File: src/rtl/btn_press_classifier.sv
// btn_press_classifier
// Turns the debounced level of one button into single-cycle press events
// for the game-control FSM. Events are press start, short press, long press,
// and auto-repeat while the button is held. A button that is already held when
// the block comes out of reset, or when enable returns, is ignored until it has
// been released once.
//
// Ports
//   clk            system clock, rising edge
//   reset          asynchronous, active-high
//   enable_i       classifier enable; low forces the disarmed state
//   btn_level_i    debounced button level, 1 = pressed
//   press_start_o  one-cycle pulse when a press is accepted
//   short_press_o  one-cycle pulse on release before LONG_TIME
//   long_press_o   one-cycle pulse when the hold reaches LONG_TIME
//   repeat_tick_o  one-cycle pulse every REPEAT_TIME cycles while long-held
//   held_o         level, high while in the long-hold state
module btn_press_classifier #(
  parameter int unsigned LONG_TIME   = 3000,  // must be >= 2
  parameter int unsigned REPEAT_TIME = 500    // 0 disables repeat
) (
  input  logic clk,
  input  logic reset,
  input  logic enable_i,
  input  logic btn_level_i,
  output logic press_start_o,
  output logic short_press_o,
  output logic long_press_o,
  output logic repeat_tick_o,
  output logic held_o
);

  localparam int unsigned MAX_T = (LONG_TIME > REPEAT_TIME) ? LONG_TIME : REPEAT_TIME;
  localparam int unsigned CNT_W = $clog2(MAX_T + 1);

  // Terminal counts. The repeat terminal is guarded so that it does not
  // underflow when repeat is disabled.
  localparam logic [CNT_W-1:0] LONG_LAST = CNT_W'(LONG_TIME - 1);
  localparam logic [CNT_W-1:0] REP_LAST  = CNT_W'((REPEAT_TIME == 0) ? 0 : REPEAT_TIME - 1);
  localparam bit               REP_EN    = (REPEAT_TIME != 0);

  typedef enum logic [1:0] {
    WAIT_LOW = 2'd0,
    IDLE     = 2'd1,
    PRESS    = 2'd2,
    LONG     = 2'd3
  } state_t;

  state_t           state_q;
  logic [CNT_W-1:0] cnt_q;
  logic             press_start_q;
  logic             short_press_q;
  logic             long_press_q;
  logic             repeat_tick_q;
  logic             held_q;

  // State machine with registered outputs. The pulses default low on every edge.
  always_ff @(posedge clk or posedge reset) begin
    if (reset) begin
      state_q       <= WAIT_LOW;
      cnt_q         <= '0;
      press_start_q <= 1'b0;
      short_press_q <= 1'b0;
      long_press_q  <= 1'b0;
      repeat_tick_q <= 1'b0;
      held_q        <= 1'b0;
    end else begin
      press_start_q <= 1'b0;
      short_press_q <= 1'b0;
      long_press_q  <= 1'b0;
      repeat_tick_q <= 1'b0;

      if (!enable_i) begin
        // Disarm. A release or threshold on this same edge is dropped.
        state_q <= WAIT_LOW;
        cnt_q   <= '0;
        held_q  <= 1'b0;
      end else begin
        unique case (state_q)
          WAIT_LOW: begin
            // The button must be seen low once before a press is accepted.
            if (!btn_level_i) state_q <= IDLE;
          end

          IDLE: begin
            if (btn_level_i) begin
              state_q       <= PRESS;
              cnt_q         <= '0;
              press_start_q <= 1'b1;
            end
          end

          PRESS: begin
            // A release takes priority over reaching the long threshold.
            if (!btn_level_i) begin
              state_q       <= IDLE;
              cnt_q         <= '0;
              short_press_q <= 1'b1;
            end else if (cnt_q == LONG_LAST) begin
              state_q      <= LONG;
              cnt_q        <= '0;
              long_press_q <= 1'b1;
              held_q       <= 1'b1;
            end else begin
              cnt_q <= cnt_q + CNT_W'(1);
            end
          end

          LONG: begin
            if (!btn_level_i) begin
              // Releasing after a long hold produces no event.
              state_q <= IDLE;
              cnt_q   <= '0;
              held_q  <= 1'b0;
            end else if (REP_EN) begin
              if (cnt_q == REP_LAST) begin
                cnt_q         <= '0;
                repeat_tick_q <= 1'b1;
              end else begin
                cnt_q <= cnt_q + CNT_W'(1);
              end
            end else begin
              cnt_q <= '0;
            end
          end

          default: begin
            state_q <= WAIT_LOW;
            cnt_q   <= '0;
            held_q  <= 1'b0;
          end
        endcase
      end
    end
  end

  assign press_start_o = press_start_q;
  assign short_press_o = short_press_q;
  assign long_press_o  = long_press_q;
  assign repeat_tick_o = repeat_tick_q;
  assign held_o        = held_q;

endmodule

File: config.mk
export PLATFORM = sky130hd
export DESIGN_NAME = btn_press_classifier
export DESIGN_NICKNAME = d
export VERILOG_FILES = /design/src/rtl/btn_press_classifier.sv
export SDC_FILE = /design/constraint.sdc
export NUM_CORES = 1
export LEC_CHECK = 0
export CAP_MARGIN = 20
export CELL_PAD_IN_SITES_DETAIL_PLACEMENT = 0
export CELL_PAD_IN_SITES_GLOBAL_PLACEMENT = 2
export CORE_ASPECT_RATIO = 0.8
export CORE_MARGIN = 2
export CORE_UTILIZATION = 35
export DETAILED_ROUTE_END_ITERATION = 7
export MAX_ROUTING_LAYER = met4
export PLACE_DENSITY = 0.79
export SYNTH_ARGS = -nofsm -noshare
export SYNTH_HDL_FRONTEND = slang
export SYNTH_SLANG_ARGS = --single-unit
File: constraint.sdc
create_clock -name clk -period 2.8 [get_ports clk]
set_input_delay 0.56 -clock clk [delete_from_list [all_inputs] [get_ports clk]]
set_output_delay 0.56 -clock clk [all_outputs]
set_load 0.02 [all_outputs]
Yosys cells after proc, flatten, opt, wreduce, memory -nomap -nowiden
Index checks and enable logic that the tools add are counted.
{"block": "word_totals", "latch_bits": 0, "memories": 0, "input_bits": 4, "mem_bits_rw": 0, "out_inout_bits": 5, "romBits": 0, "regBits": 19}
{"block": "classes", "magnitude_cmp": 0, "n_shift": 0, "bitwise_logic": 0, "n_addsub": 1, "n_mux": 32, "n_reduce_logical": 5, "n_eq_ne": 13, "n_div": 0, "multipliers": 0}
{"cell": "2-to-1 mux 12 bit", "n": 6}
{"cell": "case mux 12 bit (3 select lines)", "n": 1}
{"cell": "2-to-1 mux 1 bit", "n": 18}
{"cell": "!= test 3 bit (second input constant)", "n": 5}
{"cell": "adder 12 x 1 -> 12 bit (second input constant)", "n": 1}
{"cell": "equality test 12 bit (second input constant)", "n": 1}
{"cell": "equality test 12 x 9 -> 1 bit (second input constant)", "n": 1}
{"cell": "2-to-1 mux 2 bit", "n": 5}
{"cell": "case mux 2 bit (3 select lines)", "n": 1}
{"cell": "equality test 2 bit (second input constant)", "n": 2}
{"cell": "!= test 4 x 1 -> 1 bit (second input constant)", "n": 1}
{"cell": "!= test 4 bit (second input constant)", "n": 1}
{"cell": "AND reduction 4 bit", "n": 1}
{"cell": "!= test 3 x 1 -> 1 bit (second input constant)", "n": 1}
{"cell": "AND reduction 3 bit", "n": 1}
{"cell": "equality test 2 x 1 -> 1 bit (second input constant)", "n": 1}
{"cell": "logical NOT 2 bit", "n": 1}
{"cell": "case mux 1 bit (2 select lines)", "n": 1}
{"cell": "AND reduction 2 bit", "n": 1}
{"cell": "OR reduction 2 bit", "n": 1}

Longest topological paths before layout
{"block": "logic_depth", "word_depth": 5, "ltp_mapped": 7}

Least setup slack after synthesis
OpenSTA, ideal clock, no wires.
{"block": "synth_path", "path_type": "register to register", "from": "reg cnt_q[2]", "to": "reg cnt_q[5]", "setup_time_ns": 0.121, "t_required_ns": 2.679, "arrival_ns": 1.921, "path_stages_with_launch": 7, "path_slack_ns": 0.758, "path_cell_list": "dfrtp_1 -> or4b_1 -> or4_4 -> a2bb2oi_2 -> buf_6 -> o21ai_2 -> a22o_1"}
{"block": "synth_via", "elab_chain_cells": 5, "word_cells_on_any_way": 9, "cone_classes": "add/sub: 1; eq/ne: 2; mux: 6"}
{"element": "start, declared", "line_no": "50", "source": "logic [CNT_W-1:0] cnt_q;"}
{"element": "start signal, assigned", "line_no": "105", "source": "cnt_q <= cnt_q + CNT_W'(1);"}
{"element": "start signal, assigned", "line_no": "120", "source": "cnt_q <= cnt_q + CNT_W'(1);"}
{"element": "adder 12 x 1 -> 12 bit, or another cell as far along", "line_no": "105, 120"}
{"element": "2-to-1 mux 12 bit, on equally long branches", "line_no": "116, 99"}
{"element": "2-to-1 mux 12 bit, on equally long branches", "line_no": "110, 95"}
{"element": "case mux 12 bit (3 select lines) (*)", "line_no": "79", "source": "unique case (state_q)"}
{"element": "2-to-1 mux 12 bit (*)", "line_no": "73", "source": "if (!enable_i) begin"}
Every way passes the cells marked *; elsewhere a longest branch is shown, timed or not.
A chain may end at the register's enable or synchronous reset.

Final worst setup path
{"block": "layout_path", "from": "reg cnt_q[0]", "to": "reg cnt_q[8]"}
The elaborated chain is that of the path after synthesis.

==> impl_summary.txt <==
----------------------------------------------------
[Timing]
  Period Utilization, post-route ... 0.820
  Skew final ... 0.00354 ns
  Peak Freq ... 435 MHz
  Worst-margin pin slew ... 0.768 ns
  Final count of pins violating max slew ... 0
  Shortest period the worst path allows ... 2.30 ns
  RSZ-0062 raised after global routing ... no
  Hold Worst Slack ... 0.552 ns
  Relative slew margins ... 0.488
  Setup tns final ... 0 ns
  Setup violations, final ... 0
  Final Hold Fails ... 0

[Die]
  Floorplan core area ... 3090 um2
  Die Footprint ... 3700 um2
  Num rows ... 18
  Initial standard-cell utilization of the core ... 0.366
  Die Width ... 67.5 um
  Ports ... 9
  DIE HEIGHT ... 54.8 um

[Global route]
  GR Util All Layers ... 0.146
  GRT Residual Overflow ... 0
  Vias in the first global route ... 751
  Pin count of the biggest net entering global routing ... 20
  First-pass GRT wire length ... 3730 um
  Antenna violations before repair ... 0

[Pwr]
  Part of the total power dissipated in sequential elements ... 0.407
  Power per cell area ... 605 nW/um2
  Clock power share ... 0.238
  Share of power burned in combinational logic ... 0.356
  Cell internal pwr ... 512 uW
  Peak VDD IR ... 0.432 mV
  Switching share of power ... 0.345
  Static Leakage ... 0.000594 uW
  Reported net switching power ... 270 uW

[Route]
  Avg WL per Cell ... 13.1 um
  Initial DRT Pass Iterations ... 4
  Number of vias in the routed layout ... 853
  ANT nets after route ... 0
  Uppermost layer routed ... met3
  Met2 WL post-DR ... 880 um
  DRC errors left ... 0
  First DRT Iteration DRCs ... 43
  Routed wl met3 ... 73 um
  Final Routed Wirelength ... 2250 um
  DRT met1 WL ... 1300 um
  Detailed-route vias per instance ... 4.96

[Worst setup path]
  Critical path class ... register to register
  CP Max Fanout ... 5
  Kind of end point of the critical path ... register
  Type of element launching the critical path ... register
  CP max stage delay ... 0.59 ns
  Top delay family on crit path ... simple AND/OR/NAND/NOR gates
  Crit-path cells ... ha_1 -> nand3_1 -> or4_4 -> a2bb2oi_2 -> buf_4 -> o21ai_0 -> a22o_1
  Worst-case register-to-register setup slack ... 0.50 ns
  Library cell contributing the largest single delay on the critical path ... sky130_fd_sc_hd__or4_4
  Critical path data arrival time ... 2.44 ns
  CP bufs+invs ... 1
  Worst EP required ... 2.95 ns

[Layout]
  Number of fill cells ... 306
  Area added between synthesis and finish ... 14.5%
  Fraction of final layout cells with drive strength greater than 1 ... 0.159
  Diodes inserted ... 0
  Post-layout net count ... 142

[Clock network]
  Max Root-Sink Buffers ... 2
  Clock-pin slew of the registers on the worst-case setup and hold paths ... 0.07 ns
  Maximum level of the CTS H-tree ... 1
  Hold-fix buffers, CTS ... 0
  Cell at the root of the clock tree ... sky130_fd_sc_hd__clkbuf_8
  Resize count post-CTS ... 0
  Total clock buffers created by CTS ... 3
  Number of setup buffers added after CTS ... 0
  CTS tree ... built
  Clock sink total ... 19
  Clock latency on the worst-skew pair ... 0.25 ns

[Synthesis]
  Area fraction in compound gates after synthesis ... 0.185
  Count of distinct cell types in the synthesized netlist ... 35
  Average footprint of a synthesized cell ... 9.40 um2
  Dominant combinational cell family by area after synthesis ... simple AND/OR/NAND/NOR gates
  Synthesized area ... 1130 um2
  Net count after synthesis ... 129
  Post-Synth XOR/XNOR Area ... 0
  Mux cell area share after synthesis ... 0.0277
  Arithmetic-cell share of the synthesized area counting full adders, half adders and majority gates ... 0.0554
  Area fraction in and, or, nand and nor cells after synthesis ... 0.251
  Seq/Total Area, Yosys ... 0.421
  Yosys warning total ... 0
  Flops & latches, synth ... 19
  Syn Inst Count ... 120

[Outcome]
  Run status ... finished clean

[Place]
  Half-perimeter wire length after detailed placement ... 1680 um
  Quantity of I/O buffers inserted on ports ... 8
  Weighted congestion at the end of routability-driven global placement ... 0.743

[Worst hold path]
  Class of the worst hold path ... register to register

[Flow run]
  Maximum Capacitance Violations ... 0

----------------------------------------------------
[synth_stat cells (all sizes together)]
| cell | number | area (um2) |
|---|---|---|
| ha | 5 | 62.6 |
| buf | 3 | 33.8 |
| or2b | 1 | 8.76 |
| a31oi | 1 | 6.26 |
| mux2 | 1 | 11.3 |
| a21oi | 2 | 10.0 |
| nor4 | 1 | 6.26 |
| a2bb2oi | 1 | 15.0 |
| mux2i | 2 | 20.0 |
| and2b | 2 | 16.3 |
| or4b | 1 | 10.0 |
| or4 | 2 | 18.8 |
| dfrtp | 19 | 475 |
| and3 | 3 | 20.0 |
| nand3b | 1 | 7.51 |
| and2 | 2 | 15.0 |
| nor2 | 10 | 37.5 |
| nand2 | 12 | 45.0 |
| nand4 | 1 | 6.26 |
| nor2b | 1 | 6.26 |
| a31o | 1 | 8.76 |
| nand3 | 4 | 20.0 |
| a22o | 7 | 61.3 |
| a21boi | 1 | 11.3 |
| o211a | 1 | 10.0 |
| o21ai | 13 | 76.3 |
| inv | 9 | 33.8 |
| nor3 | 8 | 40.0 |
| nand2b | 3 | 18.8 |
| or2 | 1 | 6.26 |
| a21bo | 1 | 10.0 |
[worst register-to-register path, stage by stage, from the launching register on]
cell                        delay (ns)
sky130_fd_sc_hd__dfrtp_1          0.39
sky130_fd_sc_hd__ha_1             0.22
sky130_fd_sc_hd__nand3_1          0.20
sky130_fd_sc_hd__or4_4            0.59
sky130_fd_sc_hd__a2bb2oi_2        0.27
sky130_fd_sc_hd__buf_4            0.20
sky130_fd_sc_hd__o21ai_0          0.10
sky130_fd_sc_hd__a22o_1           0.24
[metrics by stage]
stage	power, uW	std cells	area, um2	setup WS (ns)	utilization
2_1_floorplan	536	120	1130	0.758	-
3_3_place_gp	595	168	1250	0.413	0.404
3_5_place_dp	602	168	1250	0.407	0.404
4_1_cts	794	172	1290	0.496	0.419
5_1_grt	849	172	1290	0.363	0.419
6_report	781	172	1290	0.503	0.419
[worst paths after layout]
check | startpoint | endpoint | cells past startpoint
worst max-delay path | cnt_q[0]$_DFFE_PP0P_ | cnt_q[8]$_DFFE_PP0P_ | 7
worst min-delay path | cnt_q[1]$_DFFE_PP0P_ | cnt_q[1]$_DFFE_PP0P_ | 2
worst max register to register | cnt_q[0]$_DFFE_PP0P_ | cnt_q[8]$_DFFE_PP0P_ | 7
worst min register to register | cnt_q[1]$_DFFE_PP0P_ | cnt_q[1]$_DFFE_PP0P_ | 2
max in group asynchronous | reset | cnt_q[4]$_DFFE_PP0P_ | 2
min in group asynchronous | reset | long_press_o$_DFF_PP0_ | 2
[cells by family after synthesis]
logic type               Yosys count
AO/OA/AOI/OAI                     28
adder cells (fa/ha/maj)            5
buffers and inverters             12
flip-flops                        19
multiplexers                       3
AND/OR/NAND/NOR                   53
[cell usage in the layout (no fill, tap or decap), types with 2 or more instances in the layout]
cell type                          n
sky130_fd_sc_hd__dfrtp_1          19
sky130_fd_sc_hd__nand2_1          12
sky130_fd_sc_hd__nor2_1           10
sky130_fd_sc_hd__o21ai_0          10
sky130_fd_sc_hd__inv_1             9
sky130_fd_sc_hd__nor3_1            8
sky130_fd_sc_hd__clkdlybuf4s50_1   8
sky130_fd_sc_hd__a22o_1            7
sky130_fd_sc_hd__ha_1              5
sky130_fd_sc_hd__nand3_1           4
sky130_fd_sc_hd__nand2b_1          3
sky130_fd_sc_hd__o21ai_2           3
sky130_fd_sc_hd__clkbuf_8          3
sky130_fd_sc_hd__buf_4             3
sky130_fd_sc_hd__a21oi_1           2
sky130_fd_sc_hd__and2_2            2
sky130_fd_sc_hd__and3_1            2
sky130_fd_sc_hd__mux2i_1           2
[power by group through the flow]
stage,clock (uW),sequential [uW],combinational (uW)
CTS,196,317,281
global placement,0,320,276
floorplan,0,321,215
detailed placement,0,322,280
finish,186,318,278
global route,209,322,319
[flip-flops by register name (all words and copies together), names as in the netlist]
signal and count:
repeat_tick_o 1, short_press_o 1, long_press_o 1, press_start_o 1, cnt_q 12, held_o 1, state_q 2
[cell type report]
cell class	instances	area, um2	area share
repair buffers	11	103	0.0794
well taps	40	50.0	0.0387
clock buffers	4	45.0	0.0348
multi-input cells	89	586	0.453
inverters	9	33.8	0.0261
flip-flops and latches	19	475	0.368
[metal layers]
metal | up-vias | track usage
li1 | 446 | -
met1 | 399 | 0.214
met2 | 8 | 0.194
met3 | 0 | 0.0494
met4 | 0 | 0.0204
met5 | - | -
Note: power is estimated with default switching activity, not from simulation.
